## config.mk

```make
export PLATFORM = sky130hd
export DESIGN_NAME = sigmoid_seg_select
export DESIGN_NICKNAME = d
export VERILOG_FILES = /design/src/rtl/sigmoid_pkg.sv /design/src/rtl/sigmoid_coef_rom.sv /design/src/rtl/sigmoid_seg_select.sv
export SDC_FILE = /design/constraint.sdc
export NUM_CORES = 1
export LEC_CHECK = 0
export CORE_UTILIZATION = 48
export DETAILED_ROUTE_END_ITERATION = 6
export PLACE_DENSITY = 0.8
export SLEW_MARGIN = 20
export SYNTH_ARGS = -nofsm -noshare
export SYNTH_HDL_FRONTEND = slang
export SYNTH_SLANG_ARGS = --single-unit
export TNS_END_PERCENT = 10
```

## constraint.sdc

```tcl
create_clock -name clk -period 2.33 [get_ports clk]
set_clock_uncertainty 0.15 [all_clocks]
set_input_delay 0.466 -clock clk [delete_from_list [all_inputs] [get_ports clk]]
set_output_delay 0.466 -clock clk [all_outputs]
set_load 0.05 [all_outputs]
```

## src/rtl/sigmoid_pkg.sv

```systemverilog
// Shared constants for the piecewise-linear sigmoid front end and evaluator.
// Q8.8 format, segment saturation index and the per-segment coefficient table.
package sigmoid_pkg;
  localparam int BITS    = 16;
  localparam int FRAC    = 8;
  localparam int SEG_SAT = 6;

  localparam logic [BITS-1:0] ONE_Q88 = 16'h0100;
  localparam logic [BITS-1:0] ABS_MAX = 16'h7FFF;

  localparam logic [BITS-1:0] SEG_GRAD [0:6] = '{
    16'h003B, 16'h0026, 16'h0012, 16'h0008, 16'h0003, 16'h0001, 16'h0000
  };
  localparam logic [BITS-1:0] SEG_OFFS [0:6] = '{
    16'h0080, 16'h0090, 16'h00BD, 16'h00DD, 16'h00F0, 16'h00F9, ONE_Q88
  };
endpackage

```

## src/rtl/sigmoid_coef_rom.sv

```systemverilog
// Combinational coefficient lookup: segment index -> gradient/offset pair.
// Index 7 cannot be produced upstream; it falls back to the saturation entry.
module sigmoid_coef_rom
  import sigmoid_pkg::*;
(
  input  logic [2:0]      seg,
  output logic [BITS-1:0] gradient,
  output logic [BITS-1:0] offset
);

  always_comb begin
    gradient = SEG_GRAD[SEG_SAT];
    offset   = SEG_OFFS[SEG_SAT];
    case (seg)
      3'd0: begin gradient = SEG_GRAD[0]; offset = SEG_OFFS[0]; end
      3'd1: begin gradient = SEG_GRAD[1]; offset = SEG_OFFS[1]; end
      3'd2: begin gradient = SEG_GRAD[2]; offset = SEG_OFFS[2]; end
      3'd3: begin gradient = SEG_GRAD[3]; offset = SEG_OFFS[3]; end
      3'd4: begin gradient = SEG_GRAD[4]; offset = SEG_OFFS[4]; end
      3'd5: begin gradient = SEG_GRAD[5]; offset = SEG_OFFS[5]; end
      default: ;
    endcase
  end

endmodule

```

## src/rtl/sigmoid_seg_select.sv

```systemverilog
// Sigmoid front end: |x|, segment pick and coefficient fetch in a two-stage
// valid/ready pipeline with full throughput and no skid buffer.
module sigmoid_seg_select
  import sigmoid_pkg::*;
#(
  parameter int BITS = 16
) (
  input  logic                   clk,
  input  logic                   rst,
  input  logic                   in_valid,
  output logic                   in_ready,
  input  logic signed [BITS-1:0] x,
  output logic                   out_valid,
  input  logic                   out_ready,
  output logic [BITS-1:0]        x_abs,
  output logic [BITS-1:0]        gradient,
  output logic [BITS-1:0]        offset,
  output logic                   neg,
  output logic [2:0]             seg
);

  logic            vld_p1, vld_p2;
  logic            neg_p1, neg_p2;
  logic [BITS-1:0] abs_p1, abs_p2, grad_p2, offs_p2;
  logic [2:0]      seg_p1, seg_p2;
  logic [BITS-1:0] abs_x, rom_grad, rom_offs;
  logic [2:0]      seg_x;
  logic            s1_take, s2_take;

  // The most negative code has no positive twin, so it clamps to ABS_MAX.
  function automatic logic [BITS-1:0] sat_abs(input logic signed [BITS-1:0] v);
    if (v == {1'b1, {(BITS-1){1'b0}}})
      return ABS_MAX;
    else if (v < 0)
      return -v;
    return v;
  endfunction

  always_comb begin
    abs_x = sat_abs(x);
    seg_x = abs_x[FRAC+2:FRAC];
    if (abs_x[BITS-1:FRAC] >= (BITS-FRAC)'(SEG_SAT))
      seg_x = 3'(SEG_SAT);
  end

  assign s2_take  = !vld_p2 || out_ready;
  assign s1_take  = !vld_p1 || s2_take;
  assign in_ready = s1_take;

  // Stage 1: sign, magnitude and segment index.
  always_ff @(posedge clk or posedge rst) begin
    if (rst) begin
      vld_p1 <= 1'b0;
      abs_p1 <= '0;
      neg_p1 <= 1'b0;
      seg_p1 <= '0;
    end else if (s1_take) begin
      vld_p1 <= in_valid;
      if (in_valid) begin
        abs_p1 <= abs_x;
        neg_p1 <= x[BITS-1];
        seg_p1 <= seg_x;
      end
    end
  end

  sigmoid_coef_rom u_rom (
    .seg      (seg_p1),
    .gradient (rom_grad),
    .offset   (rom_offs)
  );

  // Stage 2: register magnitude with its looked-up coefficients.
  always_ff @(posedge clk or posedge rst) begin
    if (rst) begin
      vld_p2  <= 1'b0;
      abs_p2  <= '0;
      grad_p2 <= '0;
      offs_p2 <= '0;
      neg_p2  <= 1'b0;
      seg_p2  <= '0;
    end else if (s2_take) begin
      vld_p2 <= vld_p1;
      if (vld_p1) begin
        abs_p2  <= abs_p1;
        grad_p2 <= rom_grad;
        offs_p2 <= rom_offs;
        neg_p2  <= neg_p1;
        seg_p2  <= seg_p1;
      end
    end
  end

  assign out_valid = vld_p2;
  assign x_abs     = abs_p2;
  assign gradient  = grad_p2;
  assign offset    = offs_p2;
  assign neg       = neg_p2;
  assign seg       = seg_p2;

endmodule

```

==> results.md, run 1 <==
- The flow ran to the end, and the final reports show no timing, DRC or antenna violations.
- The first detailed-routing pass took 4 iterations.
- Clock-pin slew was measured on the worst setup and hold paths at 0.09 ns.
- Timing analysis after detailed placement gives a worst setup slack of -0.474 ns.
- The maximum number of pins on one net before global-route repair is 43.
- The total clock buffers created by CTS is 5.
- The worst IR drop on VDD is 0.000393 V.
- The root buffer cell chosen for the clock tree is sky130_fd_sc_hd__clkbuf_8.
- The die is 77.2 um tall.
- The share of power burned in the clock network is 21.5%.
- The proportion of netlist area held by the largest area contributor is 50.7%.
- At the worst endpoint, the arrival time is 2.32 ns.
- The proportion of synthesized chip area in sequential cells is 50.7%.
- The die boundary width is 77.2 um.
- In the final routed layout, each cell accounts on average for 13.7 um.
- Walking the worst path, the cells encountered are dlygate4sd2_1 -> or4_4 -> o41ai_4 -> xor2_1 -> nand4_2 -> o31ai_2.
- The cell count after synthesis came out at 255.
- The path type of the worst min-delay path is input pin to async pin.
- The overall die area is 5960 um2.
- The total buffers and inverters traversed by the critical path is 1.
- The library cell used most frequently in the layout, excluding fill and tap cells, is sky130_fd_sc_hd__dfrtp_1.
- In the final layout, the multi-input gates occupy 1230 um2.
- Multiplexer cells account for 11.1% of the synthesized area.
- For this run, the slowest stage of the critical path takes 0.58 ns.
- The power density over the cells is 748 nW/um2.
- The critical path is of the input pin to register type.
- With fillers left out, the area of the finished cells amounts to 3790 um2.
- The synthesized design spends more area on one cell type than any other, namely sky130_fd_sc_hd__dfrtp_1.
- The required time reported for the critical path endpoint is 2.40 ns.
- The count of nets left with antenna violations after detail routing is 0.
- Among cell families on the critical path, the largest total delay comes from simple AND/OR/NAND/NOR gates.
- The total wire length is 5830 um.
- Internal power comes to 1.81 mW.
- From synthesis to final layout, the design area changed by 39.8%.
- The final-report setup violation count is 0.
- In this run the critical register-to-register path is captured at seg_p1[0].
- Detailed placement ended at an HPWL of 4440 um.
- Registers are responsible for 41.5% of the overall power.
- The share of total power dissipated in combinational logic is 36.9%.
- The critical register-to-register path startpoint is out_valid.
- The start point of the critical path is x[4].
- Global routing finished with a remaining overflow of 0.
- The clock period could shrink to 2.25 ns.
- The initial utilization of the core area, before any placement, comes to 49.6%.
- The number of pins with negative max-slew slack in the final report was 0.
- In this run, synthesis inferred 0 flip-flops with an integrated enable.
- The part of the cycle the worst path needs is 96.6%.
- The fraction of the mapped netlist area in adder cells is 0.830%.
- Counting along the longest clock path gives a buffer depth of 2.
- The setup check on the worst reg-to-reg path leaves a slack of 0.70 ns.
- In the final layout, the share of cells above drive strength 1 is 27.6%.
- The first global-routing pass estimated 9900 um of wire.
- The startpoint kind of the worst setup timing path is an input pin.
- The number of sinks driven by the clock tree is 55.
- The area share of xor/xnor cells in the synthesized design is 3.23%.
- For this design the top-level I/O count stands at 74.
- The final net count is 373.
- In the layout the commonest cells are sky130_fd_sc_hd__dfrtp_1 (55), sky130_fd_sc_hd__buf_4 (47), sky130_fd_sc_hd__clkdlybuf4s50_1 (46), sky130_fd_sc_hd__nand2_1 (27), sky130_fd_sc_hd__mux2_2 (24).
- The number of remaining DRC errors is 0.
- The headroom to the max-slew limit is 65.8%.
- Static timing analysis puts the maximum clock frequency at 0.444 GHz.
- The main flop type after synthesis is sky130_fd_sc_hd__dfrtp_1.
- The count of synthesis-stage warnings from yosys is 0.
- Yosys attributes the largest share of cell area to sky130_fd_sc_hd__dfrtp_1 (51%), sky130_fd_sc_hd__mux2_2 (10%), sky130_fd_sc_hd__buf_4 (5.3%).
- The maximum fanout encountered on the critical timing path is 3.
- Using the TritonRoute via totals, the vias-per-cell ratio works out to 4.99.
- In this run the cell area of the synthesized design comes to 2710 um2.
- The count of inserted antenna diode cells is 0.
- After synthesis the netlist holds a flip-flop and latch count of 55.
- Hold is met by 0.303 ns.
- Summed over all cells, the static leakage comes to 1.74 nW.
- Counting distinct cell types in the post-synthesis netlist gives 43.
- The routed layout has 2117 vias.
- At the end of routability-driven placement, the weighted congestion stood at 0.843.
- The simple-gate share of the synthesized area is 14.6%.
- The clock tree from TritonCTS is built.
- The largest individual stage delay along the critical path comes from the cell sky130_fd_sc_hd__or4_4.
- In this run switching power makes up 36.3% of total power.
- The number of max-cap violations is 0.
- At the pin with the least slew margin, the transition time is 0.512 ns.
- By area, the combinational part of the netlist is dominated by simple AND/OR/NAND/NOR gates.
- In the final layout, flip-flops and latches occupy 1380 um2.
- In this run the power spent charging and discharging nets is 1.03 mW.
- The final total power is 2.84 mW.
- Dividing the synthesized area by the synthesized cell count gives 10.6 um2.
- Setup slack on the critical path of the routed design comes to 0.0799 ns.
- The count of input and output buffers is 55.
- The initial antenna violation count is 0.
- The logic depth of the worst register-to-register path is 5.
- The detailed router finished its first iteration with 97 violations.
- Setup repair after global routing left no endpoint under its margin.
- The layout has 435 filler cells.
- The initialized floorplan defines 27 standard-cell rows.
- At the later pin of the worst-skew pair, clock insertion delay measures 0.31 ns.
- The endpoint type of the worst setup path is a register.
- Once placement finished, the instance area stood at 3590 um2.
- The global-route usage over all layers is 21.0%.
- The H-tree depth reported by CTS is 2.
- The number of endpoints with negative hold slack in the final report is 0.
- The region available for standard cell placement spans 5470 um2.
- The number of global-route vias before repair was 2014.
- Summing the areas of all compound-gate instances in the mapped netlist gives 11.4% of the synthesized area.
- The fraction of registers with async set or reset after synthesis is 100%.
## layout make-up
cell class,count,area share [%]
clock inverter,2,0.989
clock buffer,5,1.81
inverter,5,0.495
timing repair buffer,105,25.6
tap,72,2.37
multi-input combinational,180,32.5
sequential,55,36.3
## worst register-to-register path, stage by stage, from the launching register on
cell and delay (ns):
sky130_fd_sc_hd__dfrtp_1 0.41, sky130_fd_sc_hd__nand3b_1 0.13, sky130_fd_sc_hd__nand2_1 0.12, sky130_fd_sc_hd__a21oi_2 0.28, sky130_fd_sc_hd__nand4_2 0.19, sky130_fd_sc_hd__o31ai_2 0.26
## routing by layer
| layer | GRT usage (%) | vias to the layer above | routed length [um] |
|---|---|---|---|
| met5 | 0 | - | 0 |
| li1 | - | 1038 | - |
| met1 | 29.3 | 1023 | 2670 |
| met2 | 34.4 | 50 | 2900 |
| met3 | 3.57 | 6 | 206 |
| met4 | 4.15 | 0 | 51 |
## cell usage after synthesis, types with 2 or more instances
cell                       instances
sky130_fd_sc_hd__o41ai_2           2
sky130_fd_sc_hd__o31ai_1           3
sky130_fd_sc_hd__o21ai_0          11
sky130_fd_sc_hd__nor4b_1           2
sky130_fd_sc_hd__o41ai_1           2
sky130_fd_sc_hd__nor3b_1           2
sky130_fd_sc_hd__mux2i_1           3
sky130_fd_sc_hd__nor4_1            2
sky130_fd_sc_hd__mux2_2           24
sky130_fd_sc_hd__a31oi_1           2
sky130_fd_sc_hd__inv_1             5
sky130_fd_sc_hd__nor2b_1           4
sky130_fd_sc_hd__xor2_1            8
sky130_fd_sc_hd__xnor2_1           2
sky130_fd_sc_hd__a41oi_1           3
sky130_fd_sc_hd__nor3_1            4
sky130_fd_sc_hd__buf_4            19
sky130_fd_sc_hd__a21oi_1          16
sky130_fd_sc_hd__nand2_1          27
sky130_fd_sc_hd__nor2_1           19
sky130_fd_sc_hd__buf_1             2
sky130_fd_sc_hd__o22a_1            2
sky130_fd_sc_hd__a21o_1            2
sky130_fd_sc_hd__clkbuf_1          9
sky130_fd_sc_hd__and2_1            3
sky130_fd_sc_hd__or4_4             2
sky130_fd_sc_hd__nand2b_1          5
sky130_fd_sc_hd__dfrtp_1          55
## power by group through the flow
stage	registers [mW]	logic, mW	clock network [mW]
5_1_grt	1.20	1.10	0.666
6_report	1.18	1.05	0.611
3_5_place_dp	1.20	1.04	0
3_3_place_gp	1.19	1.03	0
2_1_floorplan	1.53	0.348	0
4_1_cts	1.18	1.05	0.623
## how the worst max path moves through the flow
| stage | to | slack (ns) | depth (start not counted) |
|---|---|---|---|
| after floorplan | abs_p1[1] | 0.007 | 6 |
| after global placement | seg_p1[0] | -0.39 | 6 |
| after detailed placement | seg_p1[0] | -0.47 | 6 |
| after CTS | seg_p1[0] | 0.0009 | 6 |
| after global routing | seg_p1[0] | 0.01 | 6 |
| final | seg_p1[0] | 0.08 | 6 |
## metrics by stage
step                      util, %  setup TNS [ns]  cells
after detailed placement     65.6           -3.65    412
final                        69.3               0    424
after global routing         69.3               0    424
after floorplan                 -               0    272
after CTS                    68.4               0    423
after global placement       65.6           -3.31    412
## cell families after synthesis
kind of cell             after synthesis
multiplexers                          27
buffers and inverters                 37
other                                  1
AO/OA/AOI/OAI                         46
adder cells (fa/ha/maj)                2
AND/OR/NAND/NOR                       77
XOR/XNOR                              10
flip-flops                            55
## timing repair
item,in CTS,in global routing
buffers inserted,4,1
pin swaps,10,8
hold endpoints to repair,0,0
endpoints found under the setup margin,3,10
hold buffers,0,0
gates resized for setup,6,10
## state kept, by name (all words and copies together) (netlist names)
register,count
abs_p1,16
x_abs,16
offset,7
gradient,6
seg,3
seg_p1,3
neg,1
neg_p1,1
out_valid,1
vld_p1,1
Power figures use the tool's default switching activity.
==> run 2: changes to the inputs <==
--- a/config.mk
+++ b/config.mk
@@ -5,9 +5,9 @@
 export SDC_FILE = /design/constraint.sdc
 export NUM_CORES = 1
 export LEC_CHECK = 0
-export CORE_UTILIZATION = 48
+export CORE_UTILIZATION = 52
 export DETAILED_ROUTE_END_ITERATION = 6
-export PLACE_DENSITY = 0.8
+export PLACE_DENSITY = 0.85
 export SLEW_MARGIN = 20
 export SYNTH_ARGS = -nofsm -noshare
 export SYNTH_HDL_FRONTEND = slang
==> constraint.sdc (replaced) <==
create_clock -name clk -period 2.9 [get_ports clk]
set_clock_uncertainty 0.15 [all_clocks]
set_input_delay 0.58 -clock clk [delete_from_list [all_inputs] [get_ports clk]]
set_output_delay 0.58 -clock clk [all_outputs]
set_load 0.05 [all_outputs]
==> run 2 against run 1 <==
- non-clock buffer count decreased by 30
- via count decreased by 2.4%
- largest power group unchanged
- setup slack improved by 0.16 ns
- die area decreased by 7.5%
- largest cell class unchanged
- global-route usage increased by 1.9 points
- sequential cell count unchanged
- first-iteration DRC count decreased by 12%
- critical path depth unchanged
==> results.md, run 2 (synthesized netlist as in run 1, its figures left out) <==
- Run status: completed (unchanged).
- The critical register-to-register path startpoint is out_valid (unchanged).
- The initial antenna violation count is 0 (unchanged).
- The number of setup buffers added after CTS is 0 (was 4).
- The core area is 4880 um2 (was 5470 um2).
- The count of nets left with antenna violations after detail routing came to 0 (unchanged).
- The ratio of cells with drive above 1 in the final layout is 19.5% (was 27.6%).
- The final-report setup violation count was 0 (unchanged).
- The leakage power came to 1.51 nW (was 1.74 nW).
- The total global routing overflow is 0 (unchanged).
- The number of endpoints with negative hold slack in the final report is 0 (unchanged).
- The source of the worst hold timing path is offset[4].
- The number of global-route vias before repair is 2003 (was 2014).
- The total wire length is 5750 um (was 5830 um).
- The count of filler cells inserted in the layout is 384 (was 435).
- The number of max-cap violations is 0 (unchanged).
- The root cell of the clock tree was sky130_fd_sc_hd__clkbuf_8 (unchanged).
- The overall die area is 5510 um2 (was 5960 um2).
- The final net count is 343 (was 373).
- The die boundary width is 74.2 um (was 77.2 um).
- The clock tree from TritonCTS is built (unchanged).
- The count of inserted antenna diode cells is 0 (unchanged).
- The routed wire length per instance was 14.7 um (was 13.7 um).
- The required time reported for the critical path endpoint is 2.97 ns (was 2.40 ns).
- The classification of the worst setup path is input pin to register (unchanged).
- The global-route usage over all layers is 22.9% (was 21.0%).
- The final weighted congestion in routability-driven placement is 0.908 (was 0.843).
- The signed area change from the synthesized netlist to the final layout is 28.6% (was 39.8%).
- The count of vias placed by the detailed router is 2067 (was 2117).
- Timing would allow up to 0.376 GHz.
- The clock transition at the register clock pins on the worst setup and hold paths after CTS is 0.10 ns (was 0.09 ns).
- The number of remaining DRC errors is 0 (unchanged).
- The total number of placement rows is 25 (was 27).
- The worst hold margin is 0.331 ns (was 0.303 ns).
- The most common cell after layout, fill and taps aside is sky130_fd_sc_hd__dfrtp_1 (unchanged).
- Commonest cells after routing, fill and taps aside: sky130_fd_sc_hd__dfrtp_1 (55), sky130_fd_sc_hd__clkdlybuf4s50_1 (54), sky130_fd_sc_hd__nand2_1 (27), sky130_fd_sc_hd__mux2_2 (24), sky130_fd_sc_hd__nor2_1 (19) (was sky130_fd_sc_hd__dfrtp_1 (55), sky130_fd_sc_hd__buf_4 (47), sky130_fd_sc_hd__clkdlybuf4s50_1 (46), sky130_fd_sc_hd__nand2_1 (27), sky130_fd_sc_hd__mux2_2 (24)).
- The transition time at the pin with the least slew margin is 0.517 ns (was 0.512 ns).
- The initial cell density of the core came to 55.6% (was 49.6%).
- The power density over the cells came to 624 nW/um2 (was 748 nW/um2).
- The average via count per standard cell is 5.30 (was 4.99).
- The smallest clock period supported by the final layout is computed as 2.66 ns.
- The placed wire-length estimate came to 4310 um (was 4440 um).
- The H-tree depth reported by CTS is 2 (unchanged).
- The final design utilization came to 71.5% (was 69.3%).
- The post-cts sizing count came to 0 (was 6).
- The count of TritonRoute iterations in the first routing pass is 4 (unchanged).
- The count of hold buffers inserted by post-cts repair is 0 (unchanged).
- The maximum root-to-sink buffer count is 2 (unchanged).
- The violation count after the first detailed-route iteration is 85 (was 97).
- The maximum fanout encountered on the critical timing path is 5 (was 3).
- The final total power came to 2.18 mW (was 2.84 mW).
- The maximum number of pins on one net before global-route repair was 43 (unchanged).
- The startpoint kind of the worst setup timing path was an input pin (unchanged).
- The worst IR drop on VDD is 0.000368 V (was 0.000393 V).
- The number of sinks driven by the clock tree is 55 (unchanged).
- The height of the die came to 74.2 um (was 77.2 um).
- The start point of the critical path is x[3] (was x[4]).
- The endpoint type of the worst setup path is a register (unchanged).
- The headroom to the max-slew limit is 65.5% (was 65.8%).
- The total clock buffers created by CTS is 5 (unchanged).
- The arrival time at the worst endpoint is 2.73 ns (was 2.32 ns).
- The worst-case setup margin in the final layout is 0.240 ns (was 0.0799 ns).
- The slack of the worst reg-to-reg path is 1.11 ns (was 0.70 ns).
- The wire length of the first global-routing pass came to 9450 um (was 9900 um).
- Dividing the final minimum period by the clock period gives 91.7%.
- The count of input and output buffers was 55 (unchanged).
- The insertion delay of the later-clocked pin in the worst-skew pair came to 0.31 ns (about the same).
- The number of pins with negative max-slew slack in the final report is 0 (unchanged).
- The path type of the worst min-delay path was register to register (was input pin to async pin).
- The number of I/O pins is 74 (unchanged).
- The worst slack at placement is -0.104 ns (was -0.474 ns).
- RSZ-0062 raised after global routing: false (unchanged).
-- run 2: final timing paths --
check | to | cells after the start
max in group asynchronous | neg_p1 | 3
hold reg to reg | offset[4] | 1
setup reg to reg | seg_p1[0] | 5
min in group asynchronous | gradient[2] | 2
hold / removal | offset[4] | 1
setup / recovery | seg_p1[0] | 6
-- run 2: stage by stage --
stage	area (um2)	instances	setup TNS, ns
final	3490	390	0
after global routing	3490	390	0
after CTS	3490	390	0
after detailed placement	3400	382	-0.202
after global placement	3400	382	0
after floorplan	2780	272	0
-- run 2: layer usage --
layer | wire length, um | global-route usage, % | part of all wire (%) | vias up
li1 | - | - | - | 982
met1 | 2550 | 29.9 | 44 | 1015
met2 | 2930 | 38.9 | 51 | 63
met3 | 201 | 4.34 | 3.5 | 7
met4 | 64 | 6.92 | 1.1 | 0
met5 | 0 | 0 | 0 | -
-- run 2: power breakdown --
group          leakage (nW)  total [mW]  switching (mW)  internal (mW)
clock network        0.0443       0.427           0.254          0.173
logic                 0.809       0.804           0.516          0.288
registers             0.655       0.949          0.0669          0.882
-- run 2: cell type report --
| class | instances | area, um2 | area share, % |
|---|---|---|---|
| sequential | 55 | 1380 | 39.4 |
| multi-input combinational | 180 | 1180 | 33.9 |
| timing repair buffer | 75 | 736 | 21.1 |
| tap | 67 | 83.8 | 2.40 |
| clock buffer | 5 | 68.8 | 1.97 |
| clock inverter | 3 | 25.0 | 0.717 |
| inverter | 5 | 18.8 | 0.538 |
-- run 2: worst max-delay path, stage by stage --
cell and delay [ns]:
sky130_fd_sc_hd__clkdlybuf4s50_1 0.43, sky130_fd_sc_hd__or4_4 0.59, sky130_fd_sc_hd__o41ai_2 0.38, sky130_fd_sc_hd__xor2_1 0.29, sky130_fd_sc_hd__nand4_2 0.17, sky130_fd_sc_hd__o31ai_2 0.29
==> run 3: changes to the inputs <==
--- a/config.mk
+++ b/config.mk
@@ -5,6 +5,7 @@
 export SDC_FILE = /design/constraint.sdc
 export NUM_CORES = 1
 export LEC_CHECK = 0
+export ABC_AREA = 1
 export CORE_UTILIZATION = 52
 export DETAILED_ROUTE_END_ITERATION = 6
 export PLACE_DENSITY = 0.85
==> run 3 against run 2 <==
- clock-buffer cell count rose by 2
- synthesized area rose by 3.3%
- first-iteration DRC count rose by 98%
- sequential cell count did not move
- global-route usage fell by 1.7 points
- setup slack improved by 0.41 ns
- largest power group is now combinational cells
- highest routed layer unchanged
==> results.md, run 3 <==
- The master of the slowest instance on the critical path is sky130_fd_sc_hd__clkdlybuf4s50_1 (was sky130_fd_sc_hd__or4_4).
- The arrival time at the worst endpoint is 1.52 ns (was 2.73 ns).
- The sum of negative setup slack is 0 ns (unchanged).
- The global routing's busiest layer is met2 (unchanged).
- The global-route usage over all layers is 21.1% (was 22.9%).
- The transition time at the pin with the least slew margin is 0.546 ns (was 0.517 ns).
- The total global routing overflow is 0 (unchanged).
- Run status: completed (unchanged).
- The count of inserted antenna diode cells is 0 (unchanged).
- The initial antenna violation count is 0 (unchanged).
- The minimum clock period is 2.25 ns (was 2.66 ns).
- The number of synthesized flops with an enable pin is 0 (unchanged).
- The power density over the cells was 742 nW/um2 (was 624 nW/um2).
- The number of setup buffers added after CTS is 0 (unchanged).
- The number of endpoints with negative hold slack in the final report is 0 (unchanged).
- The violation count after the first detailed-route iteration is 168 (was 85).
- The count of synthesis-stage warnings from yosys is 0 (unchanged).
- The fraction of power consumed by sequential logic is 39.8% (was 43.5%).
- The net switching power of the design came to 1.10 mW (was 0.836 mW).
- The maximum number of pins on one net before global-route repair is 34 (was 43).
- The number of sinks driven by the clock tree is 55 (unchanged).
- The final weighted congestion in routability-driven placement is 0.887 (was 0.908).
- The main flop type after synthesis is sky130_fd_sc_hd__dfrtp_1 (unchanged).
- The height of the die is 75.4 um (was 74.2 um).
- The ratio of cells with drive above 1 in the final layout was 10.3% (was 19.5%).
- The cell count after synthesis was 345 (was 255).
- RSZ-0062 raised after global routing: false (unchanged).
- The insertion delay of the later-clocked pin in the worst-skew pair is 0.30 ns (was 0.31 ns).
- The maximum root-to-sink buffer count is 2 (unchanged).
- The worst IR drop on VDD is 0.000320 V (was 0.000368 V).
- Commonest cells after routing, fill and taps aside: sky130_fd_sc_hd__nand2_1 (95), sky130_fd_sc_hd__dfrtp_1 (55), sky130_fd_sc_hd__clkdlybuf4s50_1 (54), sky130_fd_sc_hd__inv_1 (37), sky130_fd_sc_hd__o21ai_0 (33) (was sky130_fd_sc_hd__dfrtp_1 (55), sky130_fd_sc_hd__clkdlybuf4s50_1 (54), sky130_fd_sc_hd__nand2_1 (27), sky130_fd_sc_hd__mux2_2 (24), sky130_fd_sc_hd__nor2_1 (19)).
- The total clock buffers created by CTS is 5 (unchanged).
- The synthesized flop and latch total was 55 (unchanged).
- The leakage power is 1.72 nW (was 1.51 nW).
- Most area-consuming cells after synthesis: sky130_fd_sc_hd__dfrtp_1 (49%), sky130_fd_sc_hd__nand2_1 (13%), sky130_fd_sc_hd__o21ai_0 (5.9%) (was sky130_fd_sc_hd__dfrtp_1 (51%), sky130_fd_sc_hd__mux2_2 (10%), sky130_fd_sc_hd__buf_4 (5.3%)).
- The average via count per standard cell is 4.81 (was 5.30).
- The H-tree depth reported by CTS is 2 (unchanged).
- The switching part of the total power was 42.8% (was 38.4%).
- CP Cell Sequence: clkdlybuf4s50_1 (was clkdlybuf4s50_1 -> or4_4 -> o41ai_2 -> xor2_1 -> nand4_2 -> o31ai_2).
- The number of pins with negative max-slew slack in the final report is 0 (unchanged).
- The die boundary width is 75.4 um (was 74.2 um).
- The final total power was 2.56 mW (was 2.18 mW).
- The initial cell density of the core is 54.5% (was 55.6%).
- The maximum clock frequency came to 0.445 GHz (was 0.376 GHz).
- The number of library cell types mapped by synthesis was 36 (was 43).
- The number of remaining DRC errors came to 0 (unchanged).
- The count of hold buffers inserted by post-cts repair came to 0 (unchanged).
- The clock tree from TritonCTS is built (unchanged).
- The count of input and output buffers is 55 (unchanged).
- The count of nets left with antenna violations after detail routing is 0 (unchanged).
- The startpoint kind of the worst setup timing path is a register (was input pin).
- The signed area change from the synthesized netlist to the final layout is 23.2% (was 28.6%).
- The path type of the worst min-delay path is register to register (unchanged).
- The proportion of netlist area held by the largest area contributor is 49.1% (was 50.7%).
- The delay contributed by the slowest stage of the critical path is 0.82 ns (was 0.59 ns).
- The post-synthesis area per instance came to 8.12 um2 (was 10.6 um2).
- The fraction of registers with async set or reset after synthesis is 100% (unchanged).
- The required time reported for the critical path endpoint is 2.17 ns (was 2.97 ns).
- The number of max-cap violations is 0 (unchanged).
- The wire length of the first global-routing pass came to 9090 um (was 9450 um).
- The number of global-route vias before repair is 2144 (was 2003).
- The final-report setup violation count was 0 (unchanged).
- The cell-internal power is 1.46 mW (was 1.34 mW).
- The share of total power in combinational logic is 43.4% (was 36.9%).
- The total buffers and inverters traversed by the critical path is 1 (unchanged).
- The netlist area before placement came to 2800 um2 (was 2710 um2).
- The post-cts sizing count was 0 (unchanged).
- The met3 routing resource usage after global routing is 4.10% (was 4.34%).
- The global-route met2 utilization is 37.2% (was 38.9%).
- The proportion of synthesized chip area in sequential cells is 49.1% (was 50.7%).
- The clock transition at the register clock pins on the worst setup and hold paths after CTS is 0.09 ns (was 0.10 ns).
- The routed wire length per instance is 11.9 um (was 14.7 um).
- The cell accounting for the most synthesized area is sky130_fd_sc_hd__dfrtp_1 (unchanged).
- The core area came to 5140 um2 (was 4880 um2).
- The most repeated cell in the gate-level netlist after synthesis is sky130_fd_sc_hd__nand2_1 (was sky130_fd_sc_hd__dfrtp_1).
- The overall die area is 5690 um2 (was 5510 um2).
- The met1 demand-to-capacity share in global routing is 26.7% (was 29.9%).
- The final net count is 420 (was 343).
- The number of I/O pins is 74 (unchanged).
- The count of vias placed by the detailed router is 2260 (was 2067).
- The headroom to the max-slew limit is 63.5% (was 65.5%).
- The classification of the worst setup path is register to output port (was input pin to register).
- The most common cell after layout, fill and taps aside is sky130_fd_sc_hd__nand2_1 (was sky130_fd_sc_hd__dfrtp_1).
- The total number of placement rows is 26 (was 25).
- Most common library cells after synthesis: sky130_fd_sc_hd__nand2_1 (95), sky130_fd_sc_hd__dfrtp_1 (55), sky130_fd_sc_hd__inv_1 (38), sky130_fd_sc_hd__o21ai_0 (33), sky130_fd_sc_hd__nor2_1 (20) (was sky130_fd_sc_hd__dfrtp_1 (55), sky130_fd_sc_hd__nand2_1 (27), sky130_fd_sc_hd__mux2_2 (24), sky130_fd_sc_hd__buf_4 (19), sky130_fd_sc_hd__nor2_1 (19)).
- The part of the cycle the worst path needs is 77.6% (was 91.7%).
- The count of TritonRoute iterations in the first routing pass was 4 (unchanged).
- The placed wire-length estimate is 4270 um (was 4310 um).
- The total wire length is 5570 um (was 5750 um).
- The root cell of the clock tree is sky130_fd_sc_hd__clkbuf_8 (unchanged).
- The kind of cell adding the most delay to the critical path is buffers and inverters (was simple AND/OR/NAND/NOR gates).
- The endpoint type of the worst setup path is an output port (was register).
- The maximum fanout encountered on the critical timing path is 2 (was 5).
- The share of power burned in the clock network came to 16.8% (was 19.6%).
==> run 3: cell families after synthesis <==
group | share of synthesized area, %
flip-flops | 49.1
XOR/XNOR | 1.56
other | 0.134
buffers and inverters | 13.3
AO/OA/AOI/OAI | 10.7
AND/OR/NAND/NOR | 24.8
adder cells (fa/ha/maj) | 0.446
==> run 3: routing by layer <==
layer | vias to the layer above | part of all wire, % | routed length (um)
li1 | 1148 | - | -
met1 | 1047 | 46 | 2560
met2 | 60 | 49 | 2710
met3 | 5 | 4.6 | 256
met4 | 0 | 0.83 | 46
met5 | - | 0 | 0
==> run 3: worst paths after layout <==
check,from,to,slack [ns],cells after the start
setup / recovery,x_abs[7],x_abs[7],0.65,1
hold / removal,abs_p1[15],x_abs[15],0.33,2
setup reg to reg,out_valid,offset[5],1.20,8
hold reg to reg,abs_p1[15],x_abs[15],0.33,2
max in group asynchronous,rst,abs_p1[9],1.56,3
min in group asynchronous,rst,seg[1],0.49,2
==> run 3: layout make-up <==
type / count / area, um2
clock buffer: 7 / 86.3
clock inverter: 1 / 8.76
fill: 453 / 1690
inverter: 46 / 178
multi-input combinational: 231 / 1120
sequential: 55 / 1380
tap: 70 / 87.6
timing repair buffer: 60 / 598
==> run 3: power groups by stage <==
stage                     clock, mW  sequential, mW  combinational [mW]
after floorplan                   0            1.45               0.353
after global placement            0            1.03                1.10
after detailed placement          0            1.03                1.12
after CTS                     0.444            1.02                1.12
after global routing          0.461            1.04                1.19
final                         0.430            1.02                1.11
==> run 3: stage by stage <==
stage               area (um2)  cells  util, %  hold WS, ns  setup slack, ns
finish                    3450    470     67.2        0.332            0.651
global route              3450    470     67.2        0.356            0.587
CTS                       3450    470     67.2        0.333            0.646
detailed placement        3360    462     65.3        0.310            0.417
global placement          3360    462     65.3        0.304            0.496
floorplan                 2870    362        -        0.287            0.706
